===== src/rtl/pipeline_hazard_ctrl_pkg.sv =====
// Shared definitions for the pipeline stall/flush controller: FSM encoding,
// default parameter values and the hard-wired zero register index.
package pipeline_hazard_ctrl_pkg;

    typedef enum logic [1:0] {
        ST_RUN    = 2'b00,
        ST_DRAIN  = 2'b01,
        ST_HALTED = 2'b10
    } hz_state_t;

    localparam int         CNT_W_DEF     = 16;
    localparam int         DRAIN_CYC_DEF = 1;
    localparam logic [3:0] REG_ZERO      = 4'h0;

endpackage


===== src/rtl/dff.sv =====
// Plain W-bit D flip-flop with synchronous active-high reset to RST_VAL.
module dff #(
    parameter int           W       = 1,
    parameter logic [W-1:0] RST_VAL = '0
) (
    input  logic         i_clk,
    input  logic         i_rst,
    input  logic [W-1:0] i_d,
    output logic [W-1:0] o_q
);

    always_ff @(posedge i_clk) begin
        if (i_rst) o_q <= RST_VAL;
        else       o_q <= i_d;
    end

endmodule


===== src/rtl/hazard_sat_counter.sv =====
// CNT_W-bit event counter with synchronous reset; sticks at all-ones.
module hazard_sat_counter #(
    parameter int CNT_W = 16
) (
    input  logic             i_clk,
    input  logic             i_rst,
    input  logic             i_inc,
    output logic [CNT_W-1:0] o_count
);

    logic [CNT_W-1:0] r_count;

    always_ff @(posedge i_clk) begin
        if (i_rst)                         r_count <= '0;
        else if (i_inc && (r_count != '1)) r_count <= r_count + 1'b1;
    end

    assign o_count = r_count;

endmodule


===== src/rtl/pipeline_hazard_ctrl.sv =====
// Stall/flush controller for the five-stage pipeline: load-use stalls, branch
// flushes, halt drain sequencing and saturating stall/flush perf counters.
module pipeline_hazard_ctrl
    import pipeline_hazard_ctrl_pkg::*;
#(
    parameter int CNT_W     = CNT_W_DEF,
    parameter int DRAIN_CYC = DRAIN_CYC_DEF
) (
    input  logic             clk,
    input  logic             rst,
    input  logic [3:0]       D_Operand1,
    input  logic [3:0]       D_Operand2_Fw,
    input  logic             D_uses_op1,
    input  logic             D_uses_op2,
    input  logic [3:0]       X_Destination,
    input  logic             X_MemRead,
    input  logic             X_RegWrite,
    input  logic             X_hlt,
    input  logic             X_branch_taken,
    input  logic             mem_busy,
    output logic             pc_wen,
    output logic             ifid_wen,
    output logic             ifid_flush,
    output logic             idex_wen,
    output logic             idex_flush,
    output logic             exmem_wen,
    output logic             halted,
    output logic [CNT_W-1:0] stall_count,
    output logic [CNT_W-1:0] flush_count
);

    localparam int           DW         = (DRAIN_CYC < 2) ? 1 : $clog2(DRAIN_CYC + 1);
    localparam logic [DW-1:0] DRAIN_INIT = DW'(DRAIN_CYC);

    logic [1:0]       w_state_q;
    hz_state_t        w_state;
    hz_state_t        w_state_nxt;
    logic [DW-1:0]    w_drain_q;
    logic [DW-1:0]    w_drain_nxt;
    logic             w_lu;
    logic             w_inc_stall;
    logic             w_inc_flush;
    logic [CNT_W-1:0] w_stall_cnt;
    logic [CNT_W-1:0] w_flush_cnt;

    dff #(.W(2), .RST_VAL(2'b00)) u_state_ff (
        .i_clk (clk),
        .i_rst (rst),
        .i_d   (w_state_nxt),
        .o_q   (w_state_q)
    );

    dff #(.W(DW), .RST_VAL('0)) u_drain_ff (
        .i_clk (clk),
        .i_rst (rst),
        .i_d   (w_drain_nxt),
        .o_q   (w_drain_q)
    );

    assign w_state = hz_state_t'(w_state_q);

    assign w_lu = X_MemRead && X_RegWrite && (X_Destination != REG_ZERO) &&
                  ((D_uses_op1 && (D_Operand1    == X_Destination)) ||
                   (D_uses_op2 && (D_Operand2_Fw == X_Destination)));

    // Every flush is paired with its write enable so the NOP actually lands.
    always_comb begin
        pc_wen      = 1'b0;
        ifid_wen    = 1'b0;
        ifid_flush  = 1'b0;
        idex_wen    = 1'b0;
        idex_flush  = 1'b0;
        exmem_wen   = 1'b0;
        w_inc_stall = 1'b0;
        w_inc_flush = 1'b0;
        w_state_nxt = w_state;
        w_drain_nxt = w_drain_q;
        if (!rst) begin
            case (w_state)
                ST_RUN: begin
                    if (mem_busy) begin
                        // everything holds
                    end else if (X_hlt) begin
                        idex_wen    = 1'b1;
                        idex_flush  = 1'b1;
                        exmem_wen   = 1'b1;
                        w_state_nxt = ST_DRAIN;
                        w_drain_nxt = DRAIN_INIT;
                    end else if (X_branch_taken) begin
                        pc_wen      = 1'b1;
                        ifid_wen    = 1'b1;
                        ifid_flush  = 1'b1;
                        idex_wen    = 1'b1;
                        idex_flush  = 1'b1;
                        exmem_wen   = 1'b1;
                        w_inc_flush = 1'b1;
                    end else if (w_lu) begin
                        idex_wen    = 1'b1;
                        idex_flush  = 1'b1;
                        exmem_wen   = 1'b1;
                        w_inc_stall = 1'b1;
                    end else begin
                        pc_wen      = 1'b1;
                        ifid_wen    = 1'b1;
                        idex_wen    = 1'b1;
                        exmem_wen   = 1'b1;
                    end
                end
                ST_DRAIN: begin
                    if (!mem_busy) begin
                        idex_wen   = 1'b1;
                        idex_flush = 1'b1;
                        exmem_wen  = 1'b1;
                        if (w_drain_q == '0) w_state_nxt = ST_HALTED;
                        else                 w_drain_nxt = w_drain_q - 1'b1;
                    end
                end
                ST_HALTED: begin
                    w_state_nxt = ST_HALTED;
                end
                default: begin
                    w_state_nxt = ST_RUN;
                end
            endcase
        end
    end

    hazard_sat_counter #(.CNT_W(CNT_W)) u_stall_cnt (
        .i_clk   (clk),
        .i_rst   (rst),
        .i_inc   (w_inc_stall),
        .o_count (w_stall_cnt)
    );

    hazard_sat_counter #(.CNT_W(CNT_W)) u_flush_cnt (
        .i_clk   (clk),
        .i_rst   (rst),
        .i_inc   (w_inc_flush),
        .o_count (w_flush_cnt)
    );

    // Registered status is masked while rst is held so it reads cleared at once.
    assign halted      = (w_state == ST_HALTED) && !rst;
    assign stall_count = rst ? '0 : w_stall_cnt;
    assign flush_count = rst ? '0 : w_flush_cnt;

endmodule

===== config.mk =====
export PLATFORM = sky130hd
export DESIGN_NAME = pipeline_hazard_ctrl
export DESIGN_NICKNAME = d
export VERILOG_FILES = /design/src/rtl/pipeline_hazard_ctrl_pkg.sv /design/src/rtl/dff.sv /design/src/rtl/hazard_sat_counter.sv /design/src/rtl/pipeline_hazard_ctrl.sv
export SDC_FILE = /design/constraint.sdc
export NUM_CORES = 1
export LEC_CHECK = 0
export CORE_ASPECT_RATIO = 1.75
export CORE_MARGIN = 3
export CORE_UTILIZATION = 29
export CTS_CLUSTER_DIAMETER = 150
export CTS_CLUSTER_SIZE = 28
export DETAILED_ROUTE_END_ITERATION = 8
export PLACE_DENSITY = 0.49
export SLEW_MARGIN = 5
export SYNTH_ARGS = -nofsm -noshare
export SYNTH_HDL_FRONTEND = slang
export SYNTH_SLANG_ARGS = --single-unit

===== constraint.sdc =====
create_clock -name clk -period 3.44 [get_ports clk]
set_input_delay 0.516 -clock clk [delete_from_list [all_inputs] [get_ports clk]]
set_output_delay 0.516 -clock clk [all_outputs]
set_load 0.02 [all_outputs]

# Yosys cells after proc, flatten, opt, wreduce, memory -nomap -nowiden
# Cells that the tools add are included.
# word_totals
reg_bits,35
in_bits,21
out_inout_bits,39
wordCells,70
# classes
addsub,3
n_eq_ne,10
mux,37
reduce_logical,16
# ops
operator,count
"adder 16 x 1 -> 16 bit, second input constant",2
2-to-1 mux 16 bit,2
"!= test 16 bit, second input constant",2
2-to-1 mux 1 bit,28
== test 4 bit,2
logical AND 1 bit,8
2-to-1 mux 2 bit,4
"!= test 2 bit, second input constant",4
AND reduction 4 bit,2
one-hot mux 2 bit (3 select lines),1
one-hot mux 1 bit (2 select lines),2
nonzero test 4 bit,1
"== test 2 x 1 -> 1 bit, second input constant",1
"== test 2 bit, second input constant",1
logical NOT 2 bit,1
nonzero test 2 bit,1
OR reduction 2 bit,1
logical NOT 1 bit,1
logical OR 1 bit,1
"subtractor 1 bit, second input constant",1

# Logic depth before layout (Yosys ltp)
# depth
ltp_word,11
ltp_mapped,9
depth_no_buf,9

# Hierarchy
# Synthesis repeated with hierarchy kept, for this count alone.
# hier_totals
cells_unflattened,278
hier_area_um2,2257.2
# modules_own_cells
mod,n_inst,cells_per_inst,area_per_inst_um2,seq_area_each_um2
hazard_sat_counter,2,99,848.3,320.3
pipeline_hazard_ctrl,1,74,474.2,0.0
dff at u_state_ff,1,4,52.6,40.0
dff at u_drain_ff,1,2,33.8,20.0

# Worst setup path after synthesis
# No wires, ideal clock.
# synth_path
path_kind,input to output
startpoint,in rst
endpoint,out idex_flush
arrival_time_ns,2.033
required_time_ns,2.924
path_slack_ns,0.891
path_stages,4
path_buffers,2
cell_sequence,buf_6 -> clkbuf_1 -> nor3_1 -> a21boi_0
# synth_via
elab_chain_len,1
# synth_rtl
item,line,rtl
"start, declared",pipeline_hazard_ctrl.sv:10,"input logic rst,"
2-to-1 mux 1 bit,pipeline_hazard_ctrl.sv:78,if (!rst) begin
"end, declared",pipeline_hazard_ctrl.sv:25,"output logic idex_flush,"
# No other way between the ends.

# Final worst setup path
# layout_path
startpoint,in X_Destination[0]
endpoint,out idex_flush
# layout_via
elab_chain_len,10
word_cells_on_any_way,14
cone_classes,2 x eq/ne; 6 x mux; 6 x reduce/logical
# layout_rtl
item,line,rtl
"start, declared",pipeline_hazard_ctrl.sv:15,"input logic [3:0] X_Destination,"
== test 4 bit (on tied branches),"pipeline_hazard_ctrl.sv:63, pipeline_hazard_ctrl.sv:64",
logical AND 1 bit (on tied branches),"pipeline_hazard_ctrl.sv:63, pipeline_hazard_ctrl.sv:64",
logical OR 1 bit,pipeline_hazard_ctrl.sv:63,((D_uses_op1 && (D_Operand1 == X_Destination)) ||
logical AND 1 bit (*),pipeline_hazard_ctrl.sv:62,assign w_lu = X_MemRead && X_RegWrite && (X_Destination != REG_ZERO) &&
2-to-1 mux 1 bit (*),pipeline_hazard_ctrl.sv:97,end else if (w_lu) begin
2-to-1 mux 1 bit (*),pipeline_hazard_ctrl.sv:89,end else if (X_branch_taken) begin
2-to-1 mux 1 bit (*),pipeline_hazard_ctrl.sv:83,end else if (X_hlt) begin
2-to-1 mux 1 bit (*),pipeline_hazard_ctrl.sv:81,if (mem_busy) begin
one-hot mux 1 bit (2 select lines) (*),pipeline_hazard_ctrl.sv:79,case (w_state)
2-to-1 mux 1 bit (*),pipeline_hazard_ctrl.sv:78,
# Mark *: on every way between the ends. The rest lies on a longest branch, timed or not.

==> impl_metrics.toml <==
[worst_setup_path]
reg2reg_depth = 6
arrival_ns = 2.55
end_kind = "primary output"
r2r_start = "u_state_ff.o_q[0]"
cp.required_ns = 2.92
rrSetupSlack_ns = 1.09
reg2reg_to = "u_stall_cnt.o_count[6]"
worst-setup-path-type = "input port to primary output"
cp_max_fo = 3
cp-start-kind = "input port"

[grt]
grt_max_degree = 52
grt_pass1_vias = 1974
antenna_found_initial = 0
track_usage_pct = 13.10
grt_overflow = 0
grt_pass1_wl_mm = 9.039

[drt]
vias = 2017
dr.first_iter.drc_count = 57
drc = 0
dr.pass1.iters = 4
wl_mm = 5.455
avgViaCountPerCell = 4.968
wl_per_cell_um = 13.44
ant_nets = 0

[clocking]
clkLatencyLatePin_ns = 0.27
clockBufferDepth = 2
post_cts_buffers = 0
cts_resized = 0
ctsRootBufferMaster = "clkbuf_16"
tritoncts = "done"
cts.sinks = 35
cts_htree_levels = 2
path_clk_slew_ns = 0.06
cts_buffers = 5
ctsHoldBuffers = 0

[worst_hold_path]
hold_depth = 2
hold_class = "flip-flop to flip-flop"
hold_start = "u_state_ff.o_q[0]"
hold-path-endpoint = "u_state_ff.o_q[0]"

[finish]
final_nets = 347
antennaDiodeCount = 0
area_growth_pct = 38.13
nFillCells = 745
drive_above_1_share_pct = 10.25
layout_common_cells = "clkdlybuf4s50_1 (58), nor2_1 (37), dfxtp_1 (35)"
final_common_cell = "clkdlybuf4s50_1"

[place]
dpl_worst_slack_ns = 0.3781
dpl.hpwl_mm = 4.317
portBuffers = 59
gp_congestion = 0.8112

[die]
design.die.area_um2 = 8508
dieWidth_um = 71.03
design.portCount = 60
die_y_um = 119.8
coreArea_um2 = 7007
rows = 40
start_util_pct = 30.62

[yosys]
synthArstFlopShare_pct = 0
syn_avg_cell_area_um2 = 8.128
syn-num-nets = 290
netlist_area_um2 = 2146
synth_edf_count = 0
ys.flop_type = "dfxtp_1"
synth_cell_type_count = 40
synth_warnings = 0
synth-seq-cells = 35
syn_inst = 264
yosysSeqAreaShare_pct = 32.65

[timing]
setup_ws_ns = 0.3734
worst_slew_pin_slew_ns = 0.5015
rsz0062_at_grt = "false"
drv_slew = 0
finalCriticalPeriod_ns = 3.067
fin_skew_ns = 0.002836
finalSetupViolations = 0
min_period_over_period_pct = 89.15
hold_slack_ns = 0.5262
hold_viol_final = 0
fmax_ghz = 0.3261
maxSlewHeadroom_pct = 66.57
fin_tns_setup_ns = 0

[pwr]
leakage_nw = 1.090
powerDensity_nw_per_um2 = 391.9
vdd_drop_max_mv = 0.1545
power_w = 0.001162

[flow_run]
maxCapViolCount = 0

[status]
status = "completed"
layer usage:
| metal | GRT usage, % | up-vias | part of all wire [%] |
|---|---|---|---|
| li1 | - | 1036 | - |
| met1 | 13.68 | 919 | 39 |
| met2 | 25.23 | 57 | 55 |
| met3 | 2.934 | 5 | 4.7 |
| met4 | 3.882 | 0 | 1.2 |
| met5 | 0 | - | 0 |
cells in the mapped netlist, drive strengths merged (7+ instances only):
cell type | count | share of area [%]
a21oi | 9 | 2.1
and3 | 8 | 2.3
dfxtp | 35 | 33
inv | 9 | 1.6
mux2 | 15 | 7.9
nand2 | 15 | 2.7
nand3 | 12 | 2.8
nand4 | 9 | 2.6
nor2 | 37 | 6.5
nor2b | 28 | 8.2
nor3 | 12 | 3.0
nor4 | 7 | 2.0
o21ai | 9 | 2.1
xor2 | 8 | 3.3
per-stage QoR:
stage	area, um^2	utilization, %	std cells
after detailed placement	2790	39.82	398
after global routing	2964	42.30	406
final	2964	42.30	406
after floorplan	2146	-	264
after global placement	2790	39.82	398
after CTS	2964	42.30	406
cell families after synthesis:
logic type | after synthesis | synth area share, %
fa+ha+maj | 5 | 2.915
flops | 35 | 32.65
simple gates | 148 | 38.54
xor+xnor | 14 | 5.714
compound gates | 27 | 7.872
mux | 15 | 7.872
buf+inv | 20 | 4.431
critical path: stages:
cell and delay, ns:
clkdlybuf4s50_1 0.46, xor2_1 0.19, nor3_1 0.18, nand4_1 0.19, and2_1 0.23, a21boi_0 0.15
clkdlybuf4s50_1 0.63
flip-flops by register name (all words and copies together), names as in the netlist:
name                 flops
u_flush_cnt.o_count     16
u_stall_cnt.o_count     16
u_state_ff.o_q           2
u_drain_ff.o_q           1
layout make-up:
cell class	count	area, um^2	share of cell area, %
multi-input cells	209	1350	45.55
inverters	9	33.78	1.140
flip-flops and latches	35	700.7	23.64
well taps	84	105.1	3.546
repair buffers	61	600.6	20.26
clock inverters	2	35.03	1.182
clock buffers	6	138.9	4.686
how the worst max path moves through the flow:
stage | end | from | slack [ns]
floorplan | idex_flush | rst | 0.89
global placement | idex_flush | X_Destination[3] | 0.38
detailed placement | idex_flush | X_Destination[0] | 0.38
CTS | idex_flush | X_Destination[0] | 0.36
global route | idex_flush | X_Destination[0] | 0.14
finish | idex_flush | X_Destination[0] | 0.37
where the power goes:
part	leakage (nW)	total [W]	internal [W]	switching (W)
Combinational	0.721	0.000204	0.0000949	0.000109
Sequential	0.282	0.000429	0.000420	0.00000902
Clock	0.0868	0.000529	0.000360	0.000169
Total	1.09	0.00116	0.000875	0.000287
No activity file was read; power rests on OpenSTA's default activity.
==> RTL edit 1, RTL diff (config.mk and constraints unchanged) <==
Set the package constant `REG_ZERO` to 4'h1 (it was 4'h0).
--- a/src/rtl/pipeline_hazard_ctrl_pkg.sv
+++ b/src/rtl/pipeline_hazard_ctrl_pkg.sv
@@ -11,5 +11,5 @@
     localparam int         CNT_W_DEF     = 16;
     localparam int         DRAIN_CYC_DEF = 1;
-    localparam logic [3:0] REG_ZERO      = 4'h0;
+    localparam logic [3:0] REG_ZERO      = 4'h1;
 
 endpackage
Check against the original RTL: not equivalent (a bounded check fails within 4 cycles, from zero or initial values and one cycle with rst high).
==> RTL edit 1 against the original RTL <==
Sequential cell count is the same. Die area shrank 0.65%. Setup slack gained 0.0076 ns. Largest cell class unchanged. First-iteration DRC count grew 88%. Area after synthesis shrank 0.70%. Register-to-register slack lost 0.08 ns. Wire length grew 0.55%. Critical path type unchanged. Critical endpoint unchanged. Combinational power shrank 3%. Power shrank 10%. Cell area shrank 2.2%. Synthesized cell count grew 0.76%.
==> RTL edit 1: results (changes against the original RTL) <==
stage	metric	value	unit	change
pwr	Sw Ratio	0.258		+0.0108
clocking	Clock transition at path regs	0.05	ns	
synth	Area contributors post-synth	dfxtp_1 33%, nor2b_1 9.1%, nor2_1 7.2%		
clocking	TritonCTS Buffers	5		unchanged
hold_path	min-delay src	u_stall_cnt.o_count[15]		
drt	DR iter-0 viols	107		+88%
cells_and_area	Final #Nets	348		+0.29%
placement	DP HPWL	4240	µm	-1.7%
synth	Synthesized Nets	292		+0.69%
hold_path	worst hold path type	flop to flop		
setup_path	Reg2Reg Depth	7		+1
setup_path	reg2reg setup slack	1.01	ns	-0.08 ns
setup_path	critical path peak fanout	3		unchanged
hold_path	Min-Delay Path Depth	1		-1
placement	Placed Area	0.00277	mm²	-0.72%
synth	Post-Syn Area per Cell	8.01	µm²	-1.4%
pwr	P_seq	0.428	mW	about the same
setup_path	RR Endpoint	u_stall_cnt.o_count[7]		
synth	ys async rst share	0		unchanged
cells_and_area	Layout Cells excl Fill	405		-0.25%
clocking	Max clock buf depth	2		unchanged
synth	Seq/Total Area, Yosys	0.329		+0.00230
timing	Worst Tran Pin Value	0.503	ns	+0.00120 ns
global_routing	total track usage	0.135		+0.00370
pwr	Pleak	1.05	nW	-3.4%
drt	Avg WL per Cell	13.5	µm	+0.80%
global_routing	largest net degree at the start of global routing	41		-21%
global_routing	initial antenna violation count	0		unchanged
synth	most common library cells after synthesis	41 x nor2_1, 35 x dfxtp_1, 31 x nor2b_1		
clocking	Clk Latency, worst-skew pair	0.27	ns	about the same
timing	clk_skew	0.00421	ns	+0.00137 ns
setup_path	worst r2r src	u_state_ff.o_q[0]		
global_routing	first-pass GRT wire length	9270	µm	+2.6%
hold_path	Worst Hold End	u_stall_cnt.o_count[15]		
clocking	H-tree levels	2		unchanged
cells_and_area	share of cells above drive strength 1	0.0748		-0.0277
pwr	Peak VDD IR	177	µV	+15%
setup_path	CP arrival	2.54	ns	about the same
setup_path	CP Capture Point	idex_flush		
pwr	Int Pwr	0.773	mW	-12%
drt	via count	2004		-0.64%
placement	Inst Count DP	399		+0.25%
outcome	outcome	finished, final reports clean		
pwr	clock share of power	0.400		-0.055
clocking	post-cts resize count	0		unchanged
drt	detailed-router iteration count before antenna repair	4		unchanged
placement	GPL Wtd Cong	0.765		-5.7%
synth	Cell variety after synth	40		unchanged
timing	total negative slack	0	ns	unchanged
RTL edit 1: cell types whose count changed in the layout (fill, tap and decap cells not counted), moves of 4 or more:
cell	delta
nand2_1	+4
mux2_2	-4
xor2_1	+6
or4_1	+6
nor4_1	-6
nand4_1	+7
nor2_1	+4
and3_1	-4
nor3_1	-5
RTL edit 1: logic make-up after synthesis:
| kind of cell | after synthesis | synth area share |
|---|---|---|
| DFF | 35 | 0.329 |
| muxes | 11 | 0.0581 |
| AOI/OAI and AO/OA | 24 | 0.0687 |
| and+or+nand+nor | 149 | 0.382 |
| xor gates and xnor gates | 20 | 0.0822 |
| buffers and inverters | 22 | 0.0505 |
| adders and majority gates | 5 | 0.0294 |
RTL edit 1: through the flow:
step | setup slack (ns) | utilization | hold WS [ns]
5_1_grt | 0.242 | 0.414 | 0.492
3_5_place_dp | 0.351 | 0.395 | 0.455
3_3_place_gp | 0.370 | 0.395 | 0.458
6_report | 0.381 | 0.414 | 0.464
2_1_floorplan | 0.826 | - | 0.432
4_1_cts | 0.339 | 0.414 | 0.467
RTL edit 1: per-layer routing:
layer  vias up  part of all wire  routed length [µm]  global-route usage
met5         -                 0                   0                   0
met4         0             0.017                  94              0.0459
met3         9             0.052                 285              0.0329
met2        48              0.54                2960               0.254
met1       924              0.39                2150               0.141
li1       1023                 -                   -                   -
RTL edit 1: layout make-up:
type | count | area, µm²
tap | 84 | 105
clock buffer | 6 | 129
timing repair buffer | 62 | 608
multi-input combinational | 209 | 1320
inverter | 9 | 33.8
sequential | 35 | 701
fill | 741 | 4110
==> RTL edit 2, RTL diff (same settings) <==
Made on the original files. Put a register stage on the output `stall_count`, without a reset. The value now appears one clock later. The other outputs are not delayed to match.
--- a/src/rtl/pipeline_hazard_ctrl.sv
+++ b/src/rtl/pipeline_hazard_ctrl.sv
@@ -142,5 +142,7 @@
     // Registered status is masked while rst is held so it reads cleared at once.
     assign halted      = (w_state == ST_HALTED) && !rst;
-    assign stall_count = rst ? '0 : w_stall_cnt;
+    always_ff @(posedge clk) begin
+        stall_count <= rst ? '0 : w_stall_cnt;
+    end
     assign flush_count = rst ? '0 : w_flush_cnt;
 
Function: changed (Yosys sat finds a counterexample within 4 cycles, from zero or initial values and one cycle with rst high).
==> RTL edit 2 against the original RTL <==
Non-clock buffer count unchanged. Wire length grew 0.33%. Sequential cell count up 16. Cell count grew 3.0%. Cell area grew 9.2%. Area after synthesis increased by 13%. Sequential share of layout area increased by 7.9 points. Core utilization shrank 1.9 points. Power up 17%. Setup slack better by 0.080 ns. Critical path type unchanged. Critical endpoint unchanged.
==> RTL edit 2: results (changes against the original RTL) <==
stage	metric	value	unit	change
outcome	outcome	finished, final reports clean		
cells_and_area	fillers	814		+9.3%
global_routing	met2 Track Usage GR	0.230		-0.0226
synth	Area contributors post-synth	dfxtp_1 42%, nor2b_1 8.0%, mux2_2 6.5%		
placement	DP HPWL	4120	µm	-4.6%
global_routing	largest net degree at the start of global routing	57		+9.6%
drt	routed wl met2	2990	µm	-1.1%
hold_path	min-delay src	u_stall_cnt.o_count[4]		
setup_path	CP arrival	2.47	ns	-0.08 ns
global_routing	first-pass GRT wire length	9240	µm	+2.2%
cells_and_area	share of cells above drive strength 1	0.107		+0.00422
synth	Synth Area in Compound Gates	0.0729		-0.00585
global_routing	vias in the first global route	2049		+3.8%
cells_and_area	Multi-input gate area	0.00131	mm²	-3.2%
clocking	Clk Latency, worst-skew pair	0.29	ns	+0.02 ns
cells_and_area	FFs & Latches	51		+46%
synth	Cell variety after synth	47		+18%
synth	mux cell area share after synthesis	0.0698		-0.00895
setup_path	worst r2r src	u_state_ff.o_q[1]		
pwr	Pleak	1.20	nW	+10%
timing	clk_skew	0.00448	ns	+0.00164 ns
cells_and_area	invs w/o clock	10		+1
drt	wire length on met3	180	µm	-30%
pwr	Peak VDD IR	192	µV	+24%
synth	most common library cells after synthesis	51 x dfxtp_1, 34 x nor2_1, 31 x nor2b_1		
placement	Inst Count DP	411		+3.3%
drt	Via density	4.86		-2.2%
setup_path	CP startpoint	X_Destination[1]		
cells_and_area	ClkCell Share	0.0491		-0.00960
placement	GPL Wtd Cong	0.697		-14%
synth	Synthesized Nets	296		+2.1%
drt	met1 WL	2180	µm	+3.5%
-- RTL edit 2: power breakdown --
part           switching, mW  leakage [nW]  internal, mW
clock                  0.211        0.0769         0.340
sequential           0.00829         0.411         0.604
combinational          0.101         0.711        0.0903
-- RTL edit 2: metrics by stage --
| stage | worst slack, ns | hold slack (ns) | area [µm²] |
|---|---|---|---|
| after CTS | 0.429 | 0.497 | 3240 |
| after floorplan | 1.07 | 0.441 | 2420 |
| after global routing | 0.330 | 0.518 | 3240 |
| after global placement | 0.440 | 0.471 | 3080 |
| final | 0.454 | 0.493 | 3240 |
| after detailed placement | 0.433 | 0.486 | 3080 |
-- RTL edit 2: path summary, 6_finish.rpt --
| kind | slack, ns | cells past startpoint | end |
|---|---|---|---|
| worst min-delay path | 0.49 | 2 | stall_count[4] |
| worst min register to register | 0.49 | 2 | stall_count[4] |
| worst max-delay path | 0.45 | 6 | idex_flush |
| worst max register to register | 1.19 | 7 | u_stall_cnt.o_count[3] |
